### src/rtl/mem_port_arbiter.sv
// mem_port_arbiter
//
// Shares the single backing-memory port between the icache refill engine and
// the dcache refill/writeback engine. One line transaction is in flight at a
// time; a granted transaction is never preempted. When both caches request in
// the same IDLE cycle, the one that did not win last time is granted.
//
// Ports
//   clk, reset            clock and synchronous active-high reset
//   ic_req/ic_addr        icache line-read request (held until ic_ready)
//   ic_ready/ic_rdata     one-cycle completion pulse and returned line
//   dc_req/dc_we/dc_addr  dcache request (dc_we = 1 for writeback)
//   dc_wdata              dcache writeback line
//   dc_ready/dc_rdata     one-cycle completion pulse and returned line (reads)
//   mem_req/mem_we        memory request (held until mem_ack) and write enable
//   mem_addr/mem_wdata    memory address and write data
//   mem_rdata/mem_ack     memory read data and one-cycle completion pulse
//   busy                  high whenever the arbiter is not idle

module mem_port_arbiter #(
    parameter int unsigned ADDR_W = 32,
    parameter int unsigned LINE_W = 128
) (
    input  logic              clk,
    input  logic              reset,

    input  logic              ic_req,
    input  logic [ADDR_W-1:0] ic_addr,
    output logic              ic_ready,
    output logic [LINE_W-1:0] ic_rdata,

    input  logic              dc_req,
    input  logic              dc_we,
    input  logic [ADDR_W-1:0] dc_addr,
    input  logic [LINE_W-1:0] dc_wdata,
    output logic              dc_ready,
    output logic [LINE_W-1:0] dc_rdata,

    output logic              mem_req,
    output logic              mem_we,
    output logic [ADDR_W-1:0] mem_addr,
    output logic [LINE_W-1:0] mem_wdata,
    input  logic [LINE_W-1:0] mem_rdata,
    input  logic              mem_ack,

    output logic              busy
);

    typedef enum logic [2:0] {
        StIdle,
        StBusyIc,
        StBusyDc,
        StRespIc,
        StRespDc
    } state_e;

    localparam logic GntIc = 1'b0;
    localparam logic GntDc = 1'b1;

    state_e              state_q, state_d;
    logic                last_grant_q, last_grant_d;
    logic                mem_req_q, mem_req_d;
    logic                mem_we_q, mem_we_d;
    logic [ADDR_W-1:0]   mem_addr_q, mem_addr_d;
    logic [LINE_W-1:0]   mem_wdata_q, mem_wdata_d;
    logic [LINE_W-1:0]   ic_rdata_q, ic_rdata_d;
    logic [LINE_W-1:0]   dc_rdata_q, dc_rdata_d;

    // dcache wins if it is the only requester, or if both request and the
    // icache was the previous winner.
    logic grant_dc;
    assign grant_dc = dc_req && (!ic_req || (last_grant_q == GntIc));

    always_comb begin
        state_d      = state_q;
        last_grant_d = last_grant_q;
        mem_req_d    = mem_req_q;
        mem_we_d     = mem_we_q;
        mem_addr_d   = mem_addr_q;
        mem_wdata_d  = mem_wdata_q;
        ic_rdata_d   = ic_rdata_q;
        dc_rdata_d   = dc_rdata_q;

        unique case (state_q)
            StIdle: begin
                // mem_ack is ignored here: a stray ack cannot complete anything.
                if (ic_req || dc_req) begin
                    mem_req_d = 1'b1;
                    if (grant_dc) begin
                        state_d      = StBusyDc;
                        last_grant_d = GntDc;
                        mem_we_d     = dc_we;
                        mem_addr_d   = dc_addr;
                        mem_wdata_d  = dc_wdata;
                    end else begin
                        state_d      = StBusyIc;
                        last_grant_d = GntIc;
                        mem_we_d     = 1'b0;
                        mem_addr_d   = ic_addr;
                        mem_wdata_d  = '0;
                    end
                end
            end

            // Requester inputs are not looked at while busy; the memory
            // outputs keep the values captured at the grant edge.
            StBusyIc: begin
                if (mem_ack) begin
                    mem_req_d  = 1'b0;
                    ic_rdata_d = mem_rdata;
                    state_d    = StRespIc;
                end
            end

            StBusyDc: begin
                if (mem_ack) begin
                    mem_req_d = 1'b0;
                    // A writeback returns no data, so dc_rdata keeps its value.
                    if (!mem_we_q) begin
                        dc_rdata_d = mem_rdata;
                    end
                    state_d = StRespDc;
                end
            end

            StRespIc: state_d = StIdle;
            StRespDc: state_d = StIdle;

            default: state_d = StIdle;
        endcase
    end

    always_ff @(posedge clk) begin
        if (reset) begin
            state_q      <= StIdle;
            last_grant_q <= GntIc;
            mem_req_q    <= 1'b0;
            mem_we_q     <= 1'b0;
            mem_addr_q   <= '0;
            mem_wdata_q  <= '0;
            ic_rdata_q   <= '0;
            dc_rdata_q   <= '0;
        end else begin
            state_q      <= state_d;
            last_grant_q <= last_grant_d;
            mem_req_q    <= mem_req_d;
            mem_we_q     <= mem_we_d;
            mem_addr_q   <= mem_addr_d;
            mem_wdata_q  <= mem_wdata_d;
            ic_rdata_q   <= ic_rdata_d;
            dc_rdata_q   <= dc_rdata_d;
        end
    end

    assign ic_ready  = (state_q == StRespIc);
    assign dc_ready  = (state_q == StRespDc);
    assign busy      = (state_q != StIdle);
    assign mem_req   = mem_req_q;
    assign mem_we    = mem_we_q;
    assign mem_addr  = mem_addr_q;
    assign mem_wdata = mem_wdata_q;
    assign ic_rdata  = ic_rdata_q;
    assign dc_rdata  = dc_rdata_q;

endmodule

### config.mk
export PLATFORM = sky130hd
export DESIGN_NAME = mem_port_arbiter
export DESIGN_NICKNAME = d
export VERILOG_FILES = /design/src/rtl/mem_port_arbiter.sv
export SDC_FILE = /design/constraint.sdc
export NUM_CORES = 1
export LEC_CHECK = 0
export CORE_AREA = 4 4 290 292
export DETAILED_ROUTE_END_ITERATION = 12
export DIE_AREA = 0 0 294 296
export MAX_ROUTING_LAYER = met4
export SLEW_MARGIN = 10
export SYNTH_ARGS = -nofsm -noshare
export SYNTH_HDL_FRONTEND = slang
export SYNTH_SLANG_ARGS = --single-unit
### constraint.sdc
create_clock -name clk -period 2.1 [get_ports clk]
set_clock_uncertainty 0.1 [all_clocks]
set_input_delay 0.42 -clock clk [delete_from_list [all_inputs] [get_ports clk]]
set_output_delay 0.42 -clock clk [all_outputs]
set_load 0.005 [all_outputs]
======== Word-level counts from Yosys, hierarchy flattened ========
Index checks and enable logic that the tools add are counted.
operators by class
  bitwise gates (word level) .............. 2
  equal/unequal tests ..................... 8
  multiplexer cells ....................... 12
  reductions and logical operators ........ 13
operators with widths
  operator                                                number
  2-to-1 mux 128 bit                                      1
  2-to-1 mux 32 bit                                       1
  2-to-1 mux 3 bit                                        3
  one-hot mux 3 bit (3 select lines)                      1
  AND reduction 3 bit                                     3
  equality test 3 x 2 -> 1 bit (second input constant)    2
  inequality test 2 bit (second input constant)           3
  2-to-1 mux 1 bit                                        4
  AND reduction 2 bit                                     2
  equality test 3 x 1 -> 1 bit (second input constant)    1
  equality test 3 bit (second input constant)             1
  zero test 3 bit                                         1
  nonzero test 3 bit                                      1
  logical OR 1 bit                                        2
  2-to-1 mux 2 bit                                        1
  inequality test 2 x 1 -> 1 bit (second input constant)  1
  inverter 1 bit                                          2
  one-hot mux 1 bit (2 select lines)                      1
  nonzero test 2 bit                                      1
  OR reduction 2 bit                                      1
  logical AND 1 bit                                       1
  zero test 1 bit                                         1
word-level totals
  register bits after elaboration ......... 422
  output and inout bits ................... 421

======== Longest topological paths before layout ========
Gate-level depths: netlist (run 1).
  depth in word-level cells ............... 6
  depth in mapped cells ................... 8
  gate-level depth less buffers ........... 4

======== Worst setup path before layout (run 1) ========
OpenSTA, ideal clock, no wires.
  path type ............................... register to register
  from .................................... register state_q[0]
  to ...................................... register mem_addr_q[15], in the netlist mem_addr[15]
  arrival ................................. 1490 ps
  cell stages (with the launch flop) ...... 8
  data required time ...................... 1914 ps
  slack ................................... 424 ps
  clock period less this slack ............ 1676 ps
  library setup time ...................... 86 ps
  buffers on the path ..................... 3
  cell sequence ........................... dfxtp_1 buf_4 nor3_4 inv_2 or3_1 buf_2 buf_6 a221oi_2
on the way
  cells in the longest elaborated chain, start to end .. 2
ends and longest elaborated chain
  what                           RTL line  text
  start: declaration             60        state_e state_q, state_d;
  start signal: assignment       135       state_q <= StIdle;
  start signal: assignment       144       state_q <= state_d;
  zero test 3 bit                84        unique case (state_q)
  AND reduction 2 bit (no line)  -
  end signal: assignment         148       mem_addr_q <= mem_addr_d;
  end: declaration               64        logic [ADDR_W-1:0] mem_addr_q, mem_addr_d;
No other way between the ends.
A chain may end at the register's enable or synchronous reset.

======== Final worst setup path (run 1) ========
  from .................................... register dc_rdata_q[123], in the netlist dc_rdata[123]
  to ...................................... output port dc_rdata[123]
RTL lines
  what                      RTL line  text
  start: declaration        67        logic [LINE_W-1:0] dc_rdata_q, dc_rdata_d;
  start signal: assignment  151       dc_rdata_q <= dc_rdata_d;
  end: declaration          37        output logic [LINE_W-1:0] dc_rdata,
No word-level cell between the ends.

==> metrics.md, run 1 <==
| Metric | Value |
|---|---|
| Wire length reported by the detailed router | `67000 um` |
| Time the final worst path needs with I/O delays and setup | `approximately 2000 ps` |
| Number of buffers inserted during clock tree synthesis | `49` |
| Wire per inst | `approximately 19 um` |
| Slowest stage delay, CP | `~610 ps` |
| Pin slew with the least headroom to its limit | `approximately 490 ps` |
| Maximum capacitance violations | `0` |
| Top cells by area, synth | `sky130_fd_sc_hd__dfxtp_1 (53%), sky130_fd_sc_hd__nand2b_1 (11%), sky130_fd_sc_hd__mux2i_1 (8.0%)` |
| Proportion of layout cells with a drive suffix above 1 | `between 10% and 20%` |
| Cell with the largest stage delay on the worst path | `sky130_fd_sc_hd__clkdlybuf4s50_1` |
| Std-Cell Core Area | `between 80000 and 90000 um2` |
| Number of remaining DRC errors | `0` |
| Global Route Usage Sum | `roughly 15%` |
| Post-synthesis cell type with the largest combined area | `sky130_fd_sc_hd__dfxtp_1` |
| Post-synth top area share | `between 50% and 60%` |
| Proportion of synthesized chip area in sequential cells | `a little over half` |
| Cell family contributing the most delay on the critical path | `buffers and inverters` |
| Most frequent cells after synthesis | `sky130_fd_sc_hd__dfxtp_1 (422), sky130_fd_sc_hd__nand2b_1 (289), sky130_fd_sc_hd__nand2_1 (257)` |
| Worst slack at placement | `-171 ps` |
| Unrepaired setup endpoints after global routing | `no` |
| Chip Height | `a little under 300 um` |
| GRT Residual Overflow | `0` |
| Post-layout power | `22.3 mW` |
| Last weighted congestion value of the routability-driven placer | `0.814` |
| Synthesis-stage register bit count | `between 400 and 500` |
| Beginning of the critical path | `dc_rdata[123]` |
| Worst-case headroom to the max-slew limit | `67.6%` |
| Post-synthesis net count | `between 1500 and 2000` |
| Most frequent cell after synthesis | `sky130_fd_sc_hd__dfxtp_1` |
| Final-report hold violation count | `0` |
| CP bufs+invs | `1` |
| Global-route wire length before repair | `95200 um` |
| Tightest hold margin | `305 ps` |
| Status | `completed` |
| Yosys cell types | `35` |
| Total number of cells along the worst setup path | `1` |
| Number of cells on the worst reg-to-reg path | `8` |
| Placed instance count | `between 3000 and 4000` |
| Later-pin clock latency in the skew report | `~560 ps` |
| Violation count after the first detailed-routing iteration | `580` |
| Data arrival time of the critical path | `1500 ps` |
| Maximum number of pins on one net before global-route repair | `roughly 130` |
| TritonRoute pass-1 iters | `5` |
| Top-level port count | `roughly 750` |
| Synthesis warning total | `0` |
| Register area | `~8500 um2` |
| Via count of the first global-routing pass | `between 10000 and 15000` |
| Horizontal die dimension | `approximately 290 um` |
| Fraction of the cycle the final worst path needs | `96.3%` |
| Post-layout util | `33.3%` |
| Timing-limited maximum frequency | `a little under 500 MHz` |
| Clock edge transition at the registers on the reported setup and hold paths | `~60 ps` |
| HPWL after detailed placement | `about 52000 um` |
| Average size of a mapped cell | `~9.9 um2` |
| Worst-case register-to-register setup slack | `around 160 ps` |
| Clock sinks | `between 400 and 500` |
| Die Outline Area | `roughly 87000 um2` |
| Placement row count | `about 110` |
| Capturing point of the worst reg2reg path | `mem_wdata[48]` |
| Via/cell ratio | `a little over 4` |
| Post-layout worst setup margin | `a little under 80 ps` |
| Effective utilization at floorplan | `between 10% and 20%` |
| Area occupied by multi-input gates | `between 6000 and 7000 um2` |
| Count of filler cells inserted in the layout | `around 8300` |
| Root buf cell | `sky130_fd_sc_hd__clkbuf_16` |
| Total of endpoints with negative setup slack in the final report | `0` |
| Count of flip-flops with a built-in enable after synthesis | `0` |
| Count of final max-slew check failures | `0` |
| Type of the most critical hold path | `in -> reg` |
| Count of nets after finishing | `2710` |
| R2R Path Start | `state_q[1]` |
| Ys async rst share | `0%` |
| Fin cells | `3498` |
| Leakage Power | `between 9 and 10 nW` |
| Area overhead of the layout relative to synthesis | `70.7%` |
| CP max FO | `2` |
| Worst-case clock buffer depth | `3` |
| Peak VDD IR | `a little over 0.5 mV` |
| Via count | `~14000` |
| Gate count of the mapped netlist | `~1600` |
| Clock tree from TritonCTS | `built` |
| Synthesized cell area | `15900 um2` |
| Most common flop cell mapped by yosys | `sky130_fd_sc_hd__dfxtp_1` |
| Antenna violations before repair | `7` |
| H-tree lvl count | `2` |
| Required time of the critical path | `1580 ps` |
| Power density over the cells | `819 nW/um2` |
| Post-route ant nets | `0` |
| Worst setup SP type | `flop` |
| Number of port buffers | `around 750` |
| CP Cell Sequence | `clkdlybuf4s50_1` |
| Critical path capture point type | `output pin` |
| Worst setup path endpoint | `dc_rdata[123]` |
| WS Path Type | `reg -> out` |
## metrics by stage
step | TNS, ps | area, um2
finish | 0 | 27200
global route | 0 | 27200
CTS | 0 | 27100
detailed placement | -25440 | 25300
global placement | -19380 | 25300
floorplan | 0 | 15900
## power by group
group / total (mW) / internal, mW / switching (mW) / leakage [nW]
clock: 9.39 / 5.86 / 3.53 / 0.883
sequential: 8.90 / 8.57 / 0.338 / 3.44
combinational: 3.96 / 2.34 / 1.62 / 5.61
total: 22.3 / 16.8 / 5.49 / 9.94
## metal layers
layer / wire length (um) / vias up / track usage [%]
li1: - / 7010 / -
met1: 25200 / 6581 / 15.7
met2: 34300 / 509 / 26.5
met3: 5420 / 104 / 4.85
met4: 2100 / 0 / 4.85
met5: 0 / - / -
## area by class of cell
type | instances | area share, %
inverters | 34 | 0.479
diodes | 7 | 0.0644
clock inverters | 16 | 0.971
repair buffers | 852 | 32.0
flip-flops and latches | 422 | 31.1
multi-input cells | 1025 | 24.8
clock buffers | 72 | 5.61
well taps | 1070 | 4.92
## worst reg2reg max path: cells and delay by family (launching register included)
family	cells	cell delay, ps
AOI/OAI and AO/OA	1	140
buffers and inverters	5	830
DFF	1	370
and+or+nand+nor	2	440
## registers in the layout, summed over array words and instances (netlist names)
name	cells
mem_addr	32
mem_we	1
state_q	3
mem_wdata	128
last_grant_q	1
ic_rdata	128
mem_req	1
dc_rdata	128
## worst min path at each step
stage / to / cells past startpoint / start / slack [ps]
2_1_floorplan: ic_rdata[0] / 2 / ic_rdata[0] / 350
3_3_place_gp: ic_rdata[96] / 2 / ic_rdata[96] / 340
3_5_place_dp: ic_rdata[70] / 2 / ic_rdata[70] / 350
4_1_cts: mem_addr[2] / 3 / ic_addr[2] / 250
5_1_grt: mem_addr[7] / 3 / ic_addr[7] / 280
6_report: mem_addr[2] / 3 / ic_addr[2] / 310
## cell usage in the layout (no fill, tap or decap), drive strengths merged, types with 2 or more instances in the layout
cell	n
clkbuf	73
nor3b	2
nor2	4
diode	7
a22o	127
nor3	36
clkinv	6
dfxtp	422
dlygate4sd2	38
nand4	2
nand2	257
nand4bb	2
a221oi	32
mux2i	128
clkinvlp	2
a21oi	131
o21ai	3
nand2b	289
dlymetal6s2s	4
buf	106
clkdlybuf4s50	700
clkdlybuf4s15	2
inv	35
bufinv	7
## cells by family after synthesis
logic type / Yosys count / share of synthesized area (%)
AOI/OAI and AO/OA: 297 / 14.3
xor gates and xnor gates: 1 / 0.0550
buffers and inverters: 169 / 5.14
DFF: 422 / 53.0
muxes: 129 / 8.11
and+or+nand+nor: 598 / 19.4
## timing repair
action,in CTS,in global routing
endpoints found under the hold margin,3,0
resized for setup,63,8
buffers inserted,3,0
gates cloned,0,1
hold buffers,1,0
pin swaps,1,0
setup endpoints to repair,47,8
(Power assumes the default switching activity.)
==> inputs of run 2 (changes only) <==
--- a/config.mk
+++ b/config.mk
@@ -6,6 +6,7 @@
 export NUM_CORES = 1
 export LEC_CHECK = 0
 export CORE_AREA = 4 4 290 292
+export CTS_CLUSTER_SIZE = 25
 export DETAILED_ROUTE_END_ITERATION = 12
 export DIE_AREA = 0 0 294 296
 export MAX_ROUTING_LAYER = met4
==> results of run 2 <==
Same layout as run 1: the final DEF is identical, and so are final timing and power.
